$ cat src/rtl/rmii_frame_rx_pkg.sv
// Shared definitions for the RMII receive framer: FSM states, CRC-32
// constants, Ethernet header byte offsets and frame size limits.
package rmii_frame_rx_pkg;

  typedef enum logic [3:0] {
    ST_IDLE     = 4'd0,
    ST_PREAMBLE = 4'd1,
    ST_DST      = 4'd2,
    ST_SRC      = 4'd3,
    ST_ETYPE    = 4'd4,
    ST_LEN      = 4'd5,
    ST_DATA     = 4'd6,
    ST_TAIL     = 4'd7,
    ST_DROP     = 4'd8
  } rx_state_t;

  // Reflected CRC-32 (IEEE 802.3)
  localparam logic [31:0] CRC_INIT    = 32'hFFFF_FFFF;
  localparam logic [31:0] CRC_POLY    = 32'hEDB8_8320;
  localparam logic [31:0] CRC_RESIDUE = 32'hDEBB_20E3;

  // Byte offsets of header fields, counted from the first dst-MAC byte
  localparam logic [10:0] OFF_DST   = 11'd0;
  localparam logic [10:0] OFF_SRC   = 11'd6;
  localparam logic [10:0] OFF_ETYPE = 11'd12;
  localparam logic [10:0] OFF_LEN   = 11'd14;
  localparam logic [10:0] OFF_DATA  = 11'd16;
  localparam logic [10:0] OFF_TAIL  = 11'd20;

  // Frame size limits in bytes, dst MAC through FCS
  localparam logic [10:0] MIN_FRAME    = 11'd64;
  localparam logic [10:0] MAX_FRAME    = 11'd1518;
  localparam logic [10:0] BYTE_CNT_MAX = 11'd2047;

  // Select byte idx of a MAC address, byte 0 being the first on the wire
  function automatic logic [7:0] mac_byte(input logic [47:0] mac, input logic [2:0] idx);
    logic [7:0] b;
    case (idx)
      3'd0:    b = mac[47:40];
      3'd1:    b = mac[39:32];
      3'd2:    b = mac[31:24];
      3'd3:    b = mac[23:16];
      3'd4:    b = mac[15:8];
      3'd5:    b = mac[7:0];
      default: b = 8'h00;
    endcase
    return b;
  endfunction

endpackage

$ cat src/rtl/rmii_frame_rx_crc32_dibit.sv
// Combinational next-state of a reflected CRC-32 register for one RMII
// dibit; bit 0 of the dibit is the earlier bit on the wire.
module crc32_dibit
  import rmii_frame_rx_pkg::*;
(
  input  logic [31:0] crc_in,
  input  logic [1:0]  dibit,
  output logic [31:0] crc_out
);

  logic [31:0] shift0_s;
  logic [31:0] step0_s;
  logic [31:0] shift1_s;

  assign shift0_s = {1'b0, crc_in[31:1]};
  assign step0_s  = (crc_in[0] ^ dibit[0]) ? (shift0_s ^ CRC_POLY) : shift0_s;
  assign shift1_s = {1'b0, step0_s[31:1]};
  assign crc_out  = (step0_s[0] ^ dibit[1]) ? (shift1_s ^ CRC_POLY) : shift1_s;

endmodule

$ cat src/rtl/rmii_frame_rx.sv
// RMII receive framer: assembles dibits into bytes, strips preamble/SFD,
// filters on destination MAC and EtherType, checks the FCS and presents the
// request length and first data word for one cycle per accepted frame.
module rmii_frame_rx
  import rmii_frame_rx_pkg::*;
#(
  parameter logic [47:0] DST_MAC   = 48'h0,
  parameter logic [15:0] ETHERTYPE = 16'h0
) (
  input  logic        clk,
  input  logic        rst_n,
  input  logic        crsdv,
  input  logic [1:0]  rxd,
  output logic [31:0] payload,
  output logic [15:0] length,
  output logic        valid
);

  rx_state_t   state_r;
  logic [31:0] crc_r;
  logic [10:0] byte_cnt_r;
  logic [1:0]  dibit_ph_r;
  logic [5:0]  byte_sr_r;
  logic [15:0] len_sh_r;
  logic [31:0] payload_sh_r;

  logic [31:0] crc_next_s;
  logic [7:0]  byte_s;
  logic        byte_done_s;
  logic [10:0] byte_cnt_inc_s;
  logic [7:0]  dst_byte_s;
  logic [7:0]  etype_byte_s;
  logic        frame_ok_s;

  crc32_dibit u_crc (
    .crc_in  (crc_r),
    .dibit   (rxd),
    .crc_out (crc_next_s)
  );

  // The fourth dibit of a byte completes it together with the three held ones
  assign byte_s      = {rxd, byte_sr_r};
  assign byte_done_s = (dibit_ph_r == 2'd3);

  // Byte counter saturates so oversize frames cannot wrap back into range
  assign byte_cnt_inc_s = (byte_cnt_r == BYTE_CNT_MAX) ? BYTE_CNT_MAX : (byte_cnt_r + 11'd1);

  // Expected header bytes at the current byte position
  assign dst_byte_s   = mac_byte(DST_MAC, 3'(byte_cnt_r - OFF_DST));
  assign etype_byte_s = byte_cnt_r[0] ? ETHERTYPE[7:0] : ETHERTYPE[15:8];

  // Frame acceptance, evaluated in the first cycle with carrier gone
  assign frame_ok_s = (state_r == ST_TAIL)
                   && (dibit_ph_r == 2'd0)
                   && (byte_cnt_r >= MIN_FRAME)
                   && (byte_cnt_r <= MAX_FRAME)
                   && (crc_r == CRC_RESIDUE);

  // Framer FSM with its counters, CRC register, shadow fields and outputs
  always_ff @(posedge clk) begin
    if (!rst_n) begin
      state_r      <= ST_IDLE;
      crc_r        <= 32'h0000_0000;
      byte_cnt_r   <= 11'd0;
      dibit_ph_r   <= 2'd0;
      byte_sr_r    <= 6'd0;
      len_sh_r     <= 16'h0000;
      payload_sh_r <= 32'h0000_0000;
      payload      <= 32'h0000_0000;
      length       <= 16'h0000;
      valid        <= 1'b0;
    end else begin
      valid <= 1'b0;
      case (state_r)
        ST_IDLE: begin
          if (crsdv && (rxd == 2'b01)) begin
            state_r <= ST_PREAMBLE;
          end
        end

        ST_PREAMBLE: begin
          if (!crsdv) begin
            state_r <= ST_IDLE;
          end else if (rxd == 2'b01) begin
            state_r <= ST_PREAMBLE;
          end else if (rxd == 2'b11) begin
            // SFD seen: next dibit is the first bit pair of the dst MAC
            state_r    <= ST_DST;
            byte_cnt_r <= 11'd0;
            dibit_ph_r <= 2'd0;
            crc_r      <= CRC_INIT;
          end else begin
            state_r <= ST_DROP;
          end
        end

        ST_DST, ST_SRC, ST_ETYPE, ST_LEN, ST_DATA, ST_TAIL: begin
          if (!crsdv) begin
            if (frame_ok_s) begin
              payload <= payload_sh_r;
              length  <= len_sh_r;
              valid   <= 1'b1;
            end
            state_r <= ST_IDLE;
          end else begin
            crc_r      <= crc_next_s;
            dibit_ph_r <= dibit_ph_r + 2'd1;
            byte_sr_r  <= {rxd, byte_sr_r[5:2]};
            if (byte_done_s) begin
              byte_cnt_r <= byte_cnt_inc_s;
              case (state_r)
                ST_DST: begin
                  if (byte_s != dst_byte_s) begin
                    state_r <= ST_DROP;
                  end else if (byte_cnt_r == (OFF_SRC - 11'd1)) begin
                    state_r <= ST_SRC;
                  end
                end
                ST_SRC: begin
                  if (byte_cnt_r == (OFF_ETYPE - 11'd1)) begin
                    state_r <= ST_ETYPE;
                  end
                end
                ST_ETYPE: begin
                  if (byte_s != etype_byte_s) begin
                    state_r <= ST_DROP;
                  end else if (byte_cnt_r == (OFF_LEN - 11'd1)) begin
                    state_r <= ST_LEN;
                  end
                end
                ST_LEN: begin
                  len_sh_r <= {len_sh_r[7:0], byte_s};
                  if (byte_cnt_r == (OFF_DATA - 11'd1)) begin
                    state_r <= ST_DATA;
                  end
                end
                ST_DATA: begin
                  payload_sh_r <= {payload_sh_r[23:0], byte_s};
                  if (byte_cnt_r == (OFF_TAIL - 11'd1)) begin
                    state_r <= ST_TAIL;
                  end
                end
                ST_TAIL: begin
                  // pad and FCS only advance the CRC and byte counter
                end
                default: begin
                  state_r <= ST_DROP;
                end
              endcase
            end
          end
        end

        ST_DROP: begin
          if (!crsdv) begin
            state_r <= ST_IDLE;
          end
        end

        default: begin
          state_r <= ST_IDLE;
        end
      endcase
    end
  end

endmodule

$ cat config.mk
export PLATFORM = sky130hd
export DESIGN_NAME = rmii_frame_rx
export DESIGN_NICKNAME = d
export VERILOG_FILES = /design/src/rtl/rmii_frame_rx_pkg.sv /design/src/rtl/rmii_frame_rx_crc32_dibit.sv /design/src/rtl/rmii_frame_rx.sv
export SDC_FILE = /design/constraint.sdc
export NUM_CORES = 1
export LEC_CHECK = 0
export ABC_AREA = 1
export CORE_UTILIZATION = 45
export DETAILED_ROUTE_END_ITERATION = 8
export MAX_ROUTING_LAYER = met4
export PLACE_DENSITY = 0.61
export RECOVER_POWER = 100
export REMOVE_ABC_BUFFERS = 1
export SLEW_MARGIN = 10
export SYNTH_ARGS = -nofsm -noshare
export SYNTH_HDL_FRONTEND = slang
export SYNTH_SLANG_ARGS = --single-unit
$ cat constraint.sdc
create_clock -name clk -period 2.78 [get_ports clk]
set_clock_uncertainty 0.05 [all_clocks]
set_input_delay 0.834 -clock clk [delete_from_list [all_inputs] [get_ports clk]]
set_output_delay 0.834 -clock clk [all_outputs]
set_load 0.03 [all_outputs]
After elaboration in Yosys (flattened, before gate mapping)
Index checks and enable logic that the tools add are counted.

cells by class
  equality and inequality tests = 32
  magnitude comparators = 2
  multiplexer cells = 36
  reduce and logical (&&, ||, !) cells = 18
  bitwise gates (word level) = 7
  $add $sub $neg = 2

operators by type and width
  operator                                                                              count
  32-bit 2-to-1 mux                                                                     6
  11-bit 2-to-1 mux                                                                     6
  32-bit one-hot mux with 2 select lines                                                1
  4-bit 2-to-1 mux                                                                      14
  11-bit by 4-bit == test with 1-bit output, second input constant                      3
  32-bit == test, second input constant                                                 1
  13-bit NOT with 14-bit output                                                         2
  4-bit one-hot mux with 6 select lines                                                 1
  11-bit one-hot mux with 2 select lines                                                1
  4-bit by 3-bit == test with 1-bit output, second input constant                       4
  4-bit one-hot mux with 4 select lines                                                 1
  2-bit inequality test, second input constant                                          7
  4-bit inequality test, second input constant                                          3
  11-bit by 1-bit adder with 11-bit output, second input constant                       1
  11-bit == test, second input constant                                                 1
  11-bit by 3-bit == test with 1-bit output, second input constant                      1
  11-bit by 5-bit == test with 1-bit output, second input constant                      1
  11-bit by 7-bit greater-or-equal comparator with 1-bit output, second input constant  1
  11-bit less-or-equal comparator, second input constant                                1
  5-bit inequality test, second input constant                                          2
  9-bit AND reduction                                                                   1
  4-bit by 2-bit == test with 1-bit output, second input constant                       2
  2-bit 2-to-1 mux                                                                      4
  4-bit AND reduction                                                                   2
  other kinds (21)                                                                      30

word-level totals
  register bits after elaboration = 152
  output and inout bits = 49
  input port bits = 5

Longest topological paths before layout
Gate-level depths: netlist of run 1.

  depth in word-level cells = 7
  depth in mapped cells = 13

Hierarchy
From an unflattened synthesis of run 1, not the netlist that was laid out.

second synthesis, totals
  cells, all modules = 953
  area total of the unflattened synthesis = 6820.3 um^2

modules (own cells, without submodules)
  module         cells each  times used  seq. area each (um^2)  area an instance (um^2)
  rmii_frame_rx  876         1           3042.9                 6369.9
  crc32_dibit    77          1           0.0                    450.4

Worst setup path after synthesis of run 1
No wires, ideal clock.

  path type = input -> register
  start point = input port crsdv
  end point = register length[0]
  slack = 0.635 ns
  setup time = 0.113 ns
  path buffers = 3
  required time = 2.617 ns
  stages = 9
  arrival = 1.982 ns
  cells stage by stage = buf_2 nor3_1 nand2_1 nor4_2 nand3_1 buf_4 buf_4 nor2_1 nor2_1

between the ends
  word-level cells in the longest chain between the ends = 2

RTL lines
  what                                  line                  text
  from (decl)                           rmii_frame_rx.sv:12   input logic crsdv,
  1-bit NOT (no source line)            -
  3-bit AND reduction (no source line)  -
  to (signal assigned)                  rmii_frame_rx.sv:101  length <= len_sh_r;
  to (decl)                             rmii_frame_rx.sv:15   output logic [15:0] length,

Every way passes these cells.
A chain may end at the register's enable or synchronous reset.

Final worst setup path of run 1
  start point = input port rxd[0]
  end point = register crc_r[20]

between the ends
  word-level cells in the longest chain between the ends = 6

RTL lines
  what                                            line                             text
  from (decl)                                     rmii_frame_rx.sv:13              input logic [1:0] rxd,
  1-bit bitwise XOR                               rmii_frame_rx_crc32_dibit.sv:16  assign step0_s = (crc_in[0] ^ dibit[0]) ? (shift0_s ^ CRC_POLY) : shift0_s;
  32-bit 2-to-1 mux                               rmii_frame_rx_crc32_dibit.sv:16
  13-bit NOT with 14-bit output (no source line)  -
  32-bit 2-to-1 mux                               rmii_frame_rx_crc32_dibit.sv:18  assign crc_out = (step0_s[0] ^ dibit[1]) ? (shift1_s ^ CRC_POLY) : shift1_s;
  32-bit 2-to-1 mux                               rmii_frame_rx.sv:98              if (!crsdv) begin
  32-bit one-hot mux with 2 select lines          rmii_frame_rx.sv:74              case (state_r)
  to (signal assigned)                            rmii_frame_rx.sv:106             crc_r <= crc_next_s;
  to (decl)                                       rmii_frame_rx.sv:20              logic [31:0] crc_r;

Several ways; a longest one is shown, not always the timed one. The select of a mux whose other input is x is not followed.

==> results of run 1 <==
[worst max-delay path: cells and delay by family]
kind | cells | cell delay [ps]
compound gates | 2 | 290
buf+inv | 4 | 1220
xor+xnor | 2 | 400
[worst min-delay path by stage]
stage,from,end,slack [ps],cells past startpoint
6_report,payload_sh_r[27],payload_sh_r[27],410,2
5_1_grt,payload_sh_r[26],payload_sh_r[26],430,2
4_1_cts,payload_sh_r[24],payload_sh_r[24],420,2
3_5_place_dp,payload_sh_r[24],payload_sh_r[24],410,2
3_3_place_gp,len_sh_r[9],len_sh_r[9],400,2
2_1_floorplan,len_sh_r[10],len_sh_r[10],390,2
[metrics by stage]
stage          hold WS (ps)  util [%]  power, uW
3_5_place_dp            406      51.5       3940
2_1_floorplan           391         -       3520
5_1_grt                 426      54.8       6300
6_report                414      54.8       5950
3_3_place_gp            402      51.5       3930
4_1_cts                 416      55.2       6050
[area by class of cell]
| cell class | instances | area, um2 | area share [%] |
|---|---|---|---|
| clock buffer | 25 | 485 | 6.12 |
| sequential | 152 | 3040 | 38.4 |
| clock inverter | 7 | 43.8 | 0.552 |
| inverter | 118 | 444 | 5.60 |
| timing repair buffer | 81 | 757 | 9.55 |
| multi-input combinational | 620 | 2920 | 36.9 |
| tap | 184 | 230 | 2.90 |
[metal layers]
metal	track usage [%]	vias up	wire, um
li1	-	3071	-
met1	26.4	2552	7280
met2	34.0	85	6610
met3	5.12	13	478
met4	7.15	0	161
met5	-	-	0
[Yosys cell counts]
cell type and instances:
inv_2 1, nand4_1 8, nor3_1 8, xor2_1 18, nor3_4 1, ha_1 5, nor2_1 142, inv_1 114
nand3_1 72, nor4_2 1, nand2_1 217, xnor2_2 1, dfxtp_1 152, nor2_2 1, clkbuf_1 33, o21ai_0 33
buf_4 4, xnor2_4 1, o21a_1 1, clkinv_1 2, clkinv_2 1, buf_2 12, a211oi_1 2, a221oi_1 16
o211ai_1 2, xnor2_1 2, buf_1 2, o21ai_1 6, xor2_4 1, a21oi_1 82
[kinds of logic (layout without fill, tap and decap cells)]
| logic type | after synthesis | count (layout) | synth area share, % |
|---|---|---|---|
| simple gates | 450 | 450 | 27.6 |
| buf+inv | 169 | 231 | 10.0 |
| flops | 152 | 152 | 45.9 |
| compound gates | 142 | 142 | 11.8 |
| xor+xnor | 23 | 23 | 3.72 |
| fa+ha+maj | 5 | 5 | 0.943 |
[flip-flops by register name (all words and copies together) (netlist names)]
| name | cells |
|---|---|
| valid | 1 |
| len_sh_r | 16 |
| state_r | 4 |
| dibit_ph_r | 2 |
| byte_sr_r | 6 |
| length | 16 |
| payload | 32 |
| payload_sh_r | 32 |
| byte_cnt_r | 11 |
| crc_r | 32 |
[power by group through the flow]
stage	logic (uW)	registers (uW)	clock network, uW
after detailed placement	1270	2670	0
after CTS	1280	2630	2140
after global placement	1260	2670	0
after global routing	1400	2660	2240
after floorplan	897	2620	0
final	1220	2630	2100
==> flow_metrics.env, run 1 <==
export IMPL_outcome="complete, no violations"
export IMPL_path_class="primary input to flop"
export IMPL_die_height_um=123
export IMPL_yosysTopAreaCell="dfxtp_1"
export IMPL_clockBufferDepth=2
export IMPL_wl_per_cell_um=12.2
export IMPL_grt_ovfl_total=0
export IMPL_cts_setup_buffers=0
export IMPL_fmax_mhz=404
export IMPL_postCtsHoldBufs=0
export IMPL_n_antenna_cell=0
export IMPL_clk_pin_slew_ps=60
export IMPL_final_max_slew_viol_count=0
export IMPL_cts_buffers_inserted=17
export IMPL_synth_top_area_share_pct=45.9
export IMPL_fin_crit_ps=2480
export IMPL_syn_to_final_growth_pct=19.5
export IMPL_drv_cap=0
export IMPL_internal_power_uw=4100
export IMPL_grt_max_degree=98
export IMPL_root_buffer="clkbuf_16"
export IMPL_layout_common_cells="nand2_1, dfxtp_1, nor2_1"
export IMPL_regToRegStartpoint="state_r[2]"
export IMPL_io_pin_count=54
export IMPL_cts_tree="built"
export IMPL_design_area_um2=7930
export IMPL_synth_area_leaders="dfxtp_1, nand2_1, nor2_1, inv_1, a21oi_1"
export IMPL_drt_first_iter_violations=458
export IMPL_finalSetupViolCount=0
export IMPL_ys_warn_count=0
export IMPL_yosysUniqueCellTypes=30
export IMPL_power_density_nw_per_um2=751
export IMPL_endpoint_kind="flop"
export IMPL_hp_class="flop to flop"
export IMPL_nets=1000
export IMPL_core_um2=14500
export IMPL_fp_dieW_um=123
export IMPL_finalCritPeriodShare_pct=89.1
export IMPL_grt_pass1_vias=5191
export IMPL_worstSetupStartpoint="rxd[0]"
export IMPL_reg2regPathDepth=9
export IMPL_maxSlewHeadroom_pct=48.7
export IMPL_drc_errors=0
export IMPL_ys_seq_elements=152
export IMPL_clock_sinks=152
export IMPL_worstPathMaxFanout=6
export IMPL_required_ps=3050
export IMPL_worstPathCellList="dlygate4sd3_1 -> buf_4 -> xnor2_4 -> xnor2_1 -> clkbuf_1 -> o21ai_0 -> o21ai_1 -> inv_1"
export IMPL_critPathMaxStageDelay_ps=660
export IMPL_die_area_um2=15200
export IMPL_worstMarginPinSlew_ps=770
export IMPL_track_usage_pct=21.3
export IMPL_power_switching_uw=1850
export IMPL_placed_area_um2=7460
export IMPL_post_place_ws_ps=196
export IMPL_yosysSeqAreaShare_pct=45.9
export IMPL_routed_via_density=4.82
export IMPL_vias=5721
export IMPL_grt_pass1_wl_um=24700
export IMPL_critPathArrivalTime_ps=2750
export IMPL_synth_area_um2=6630
export IMPL_irDropWorstVdd_mv=0.441
export IMPL_crit_path_start_kind="primary input"
export IMPL_tns_ps=0
export IMPL_pwr_share_seq_pct=44.1
export IMPL_cp_slowest_cell="dlygate4sd3_1"
export IMPL_dp_cells=1155
export IMPL_endpoint="crc_r[20]"
export IMPL_rr_endpoint="payload_sh_r[11]"
export IMPL_final_common_cell="nand2_1"
export IMPL_fill_cells=1413
export IMPL_avgSynthCellArea_um2=7.05
export IMPL_synthesis_instances=941
export IMPL_final_cells=1187
export IMPL_drive_gt1_share_pct=5.98
export IMPL_gp_congestion=0.872
export IMPL_reg2reg_slack_ps=530
export IMPL_wl_um=14500
export IMPL_netSwitchingFraction_pct=31.1
export IMPL_combPwrFrac_pct=20.5
export IMPL_num_rows=44
export IMPL_drtPass1Iterations=5
export IMPL_start_util_pct=45.8
export IMPL_fin_ws_ps=304
export IMPL_port_buffers=53
export IMPL_rsz0062_at_grt="no"
export IMPL_h_tree_depth=4
export IMPL_hpwl_um=9090
export IMPL_p_leak_uw=0.00365
export IMPL_antenna_left=0
export IMPL_clock_latency_ps=430
export IMPL_antenna_found_initial=0
export IMPL_cts_resized=0
export IMPL_p_clk_share_pct=35.3
export IMPL_hold_viol=0
Power figures use the tool's default switching activity.
==> inputs of run 2 (changes only) <==
--- a/config.mk
+++ b/config.mk
@@ -6,6 +6,7 @@
 export NUM_CORES = 1
 export LEC_CHECK = 0
 export ABC_AREA = 1
+export CORE_ASPECT_RATIO = 0.5
 export CORE_UTILIZATION = 45
 export DETAILED_ROUTE_END_ITERATION = 8
 export MAX_ROUTING_LAYER = met4
==> flow_metrics.env, run 2 (synthesized netlist as in run 1, its figures left out) <==
export IMPL_outcome="complete, no violations"
export IMPL_power_density_nw_per_um2=782
export IMPL_h_tree_depth=4
export IMPL_crit_path_start_kind="primary input"
export IMPL_crit_buf_inv=3
export IMPL_min_from="payload_sh_r[30]"
export IMPL_fin_crit_ps=2460
export IMPL_start_util_pct=47.5
export IMPL_hpwl_um=9420
export IMPL_die_area_um2=15300
export IMPL_worstPathCellList="dlygate4sd3_1 -> inv_1 -> nor2_1 -> inv_1 -> nor2_1 -> o21ai_0 -> a21oi_1"
export IMPL_antenna_found_initial=0
export IMPL_clk_pin_slew_ps=70
export IMPL_utilization_pct=57.5
export IMPL_whs_path_depth=2
export IMPL_endpoint_kind="flop"
export IMPL_num_rows=30
export IMPL_reg_top3="crc_r (32), payload (32), payload_sh_r (32)"
export IMPL_fill_cells=1361
export IMPL_wl_per_cell_um=12.6
export IMPL_track_usage_pct=21.8
export IMPL_worstPathMaxFanout=9
export IMPL_grt_pass1_wl_um=26000
export IMPL_reg2regPathDepth=9
export IMPL_hp_class="flop to flop"
export IMPL_p_leak_uw=0.00369
export IMPL_cp_slowest_cell="dlygate4sd3_1"
export IMPL_n_antenna_cell=0
export IMPL_worstSetupStartpoint="crsdv"
export IMPL_maxSlewHeadroom_pct=54.6
export IMPL_port_buffers=53
export IMPL_grt_ovfl_total=0
export IMPL_layout_common_cells="nand2_1, dfxtp_1, nor2_1"
export IMPL_cts_resized=0
export IMPL_critPathMaxStageDelay_ps=680
export IMPL_vias=5869
export IMPL_finalCritPeriodShare_pct=88.4
export IMPL_antenna_left=0
export IMPL_finalSetupViolCount=0
export IMPL_nets=997
export IMPL_fin_ws_ps=323
export IMPL_die_height_um=87.9
export IMPL_final_max_slew_viol_count=0
export IMPL_root_buffer="clkbuf_16"
export IMPL_tns_ps=0
export IMPL_gp_congestion=0.916
export IMPL_path_class="primary input to flop"
export IMPL_fmax_mhz=407
export IMPL_drtPass1Iterations=5
export IMPL_p_total_uw=6280
export IMPL_cp_top_family="buffers and inverters"
export IMPL_hold_viol=0
export IMPL_postCtsHoldBufs=0
export IMPL_grt_max_degree=78
export IMPL_clock_sinks=152
export IMPL_post_place_ws_ps=133
export IMPL_clockBufferDepth=2
export IMPL_syn_to_final_growth_pct=21.1
export IMPL_cts_setup_buffers=0
export IMPL_drive_gt1_share_pct=6.50
export IMPL_grt_pass1_vias=5407
export IMPL_fp_dieW_um=174
export IMPL_critPathArrivalTime_ps=2760
export IMPL_drc_errors=0
export IMPL_drv_cap=0
export IMPL_worst_path_stages=7
export IMPL_routed_via_density=4.92
export IMPL_wl_um=15100
export IMPL_drt_first_iter_violations=400
export IMPL_final_common_cell="nand2_1"
export IMPL_cts_tree="built"
export IMPL_worstMarginPinSlew_ps=681
export IMPL_cts_buffers_inserted=17
export IMPL_regToRegStartpoint="byte_cnt_r[0]"
export IMPL_core_um2=14000
export IMPL_irDropWorstVdd_mv=0.421
export IMPL_io_pin_count=54
export IMPL_required_ps=3080
export IMPL_clock_latency_ps=410
export IMPL_rsz0062_at_grt="no"
[run 2: cell types whose count changed in the layout (fill, tap and decap cells not counted), sizes merged]
cell and delta:
dlygate4sd3 +1, clkdlybuf4s50 -1, clkbuf -10, inv +7, bufinv +2, clkinv -2
[run 2: layout make-up]
class | count | area (um2) | share of cell area, %
sequential | 152 | 3040 | 37.9
multi-input combinational | 620 | 2940 | 36.6
timing repair buffer | 78 | 763 | 9.50
inverter | 118 | 444 | 5.53
clock buffer | 18 | 429 | 5.34
tap | 192 | 240 | 2.99
clock inverter | 14 | 178 | 2.21
[run 2: path summary, 6_finish.rpt]
| check | end | slack, ps |
|---|---|---|
| worst min-delay path | payload_sh_r[30] | 410 |
| worst max-delay path | byte_cnt_r[2] | 320 |
| worst max register to register | byte_cnt_r[4] | 620 |
| worst min register to register | payload_sh_r[30] | 410 |
[run 2: tightest hold or removal path, delay by kind of cell (launching register included)]
family | cells | cell delay (ps)
simple gates | 1 | 60
compound gates | 1 | 50
flops | 1 | 310
[run 2: metal layers]
metal	global-route usage [%]	up-vias	part of all wire, %
li1	-	3070	-
met1	29.3	2681	51
met2	34.0	109	45
met3	3.47	9	3.7
met4	6.46	0	0.63
met5	-	-	0
[run 2: report_power, final]
group          switching [uW]  internal (uW)
sequential                192           2430
clock                    1010           1360
combinational             789            502
total                    1990           4300
[run 2: stage by stage]
| stage | instance area (um2) | cells | hold WS, ps |
|---|---|---|---|
| 2_1_floorplan | 6410 | 890 | 391 |
| 3_3_place_gp | 7440 | 1160 | 401 |
| 3_5_place_dp | 7440 | 1160 | 405 |
| 4_1_cts | 8050 | 1192 | 415 |
| 5_1_grt | 8040 | 1192 | 435 |
| 6_report | 8040 | 1192 | 413 |
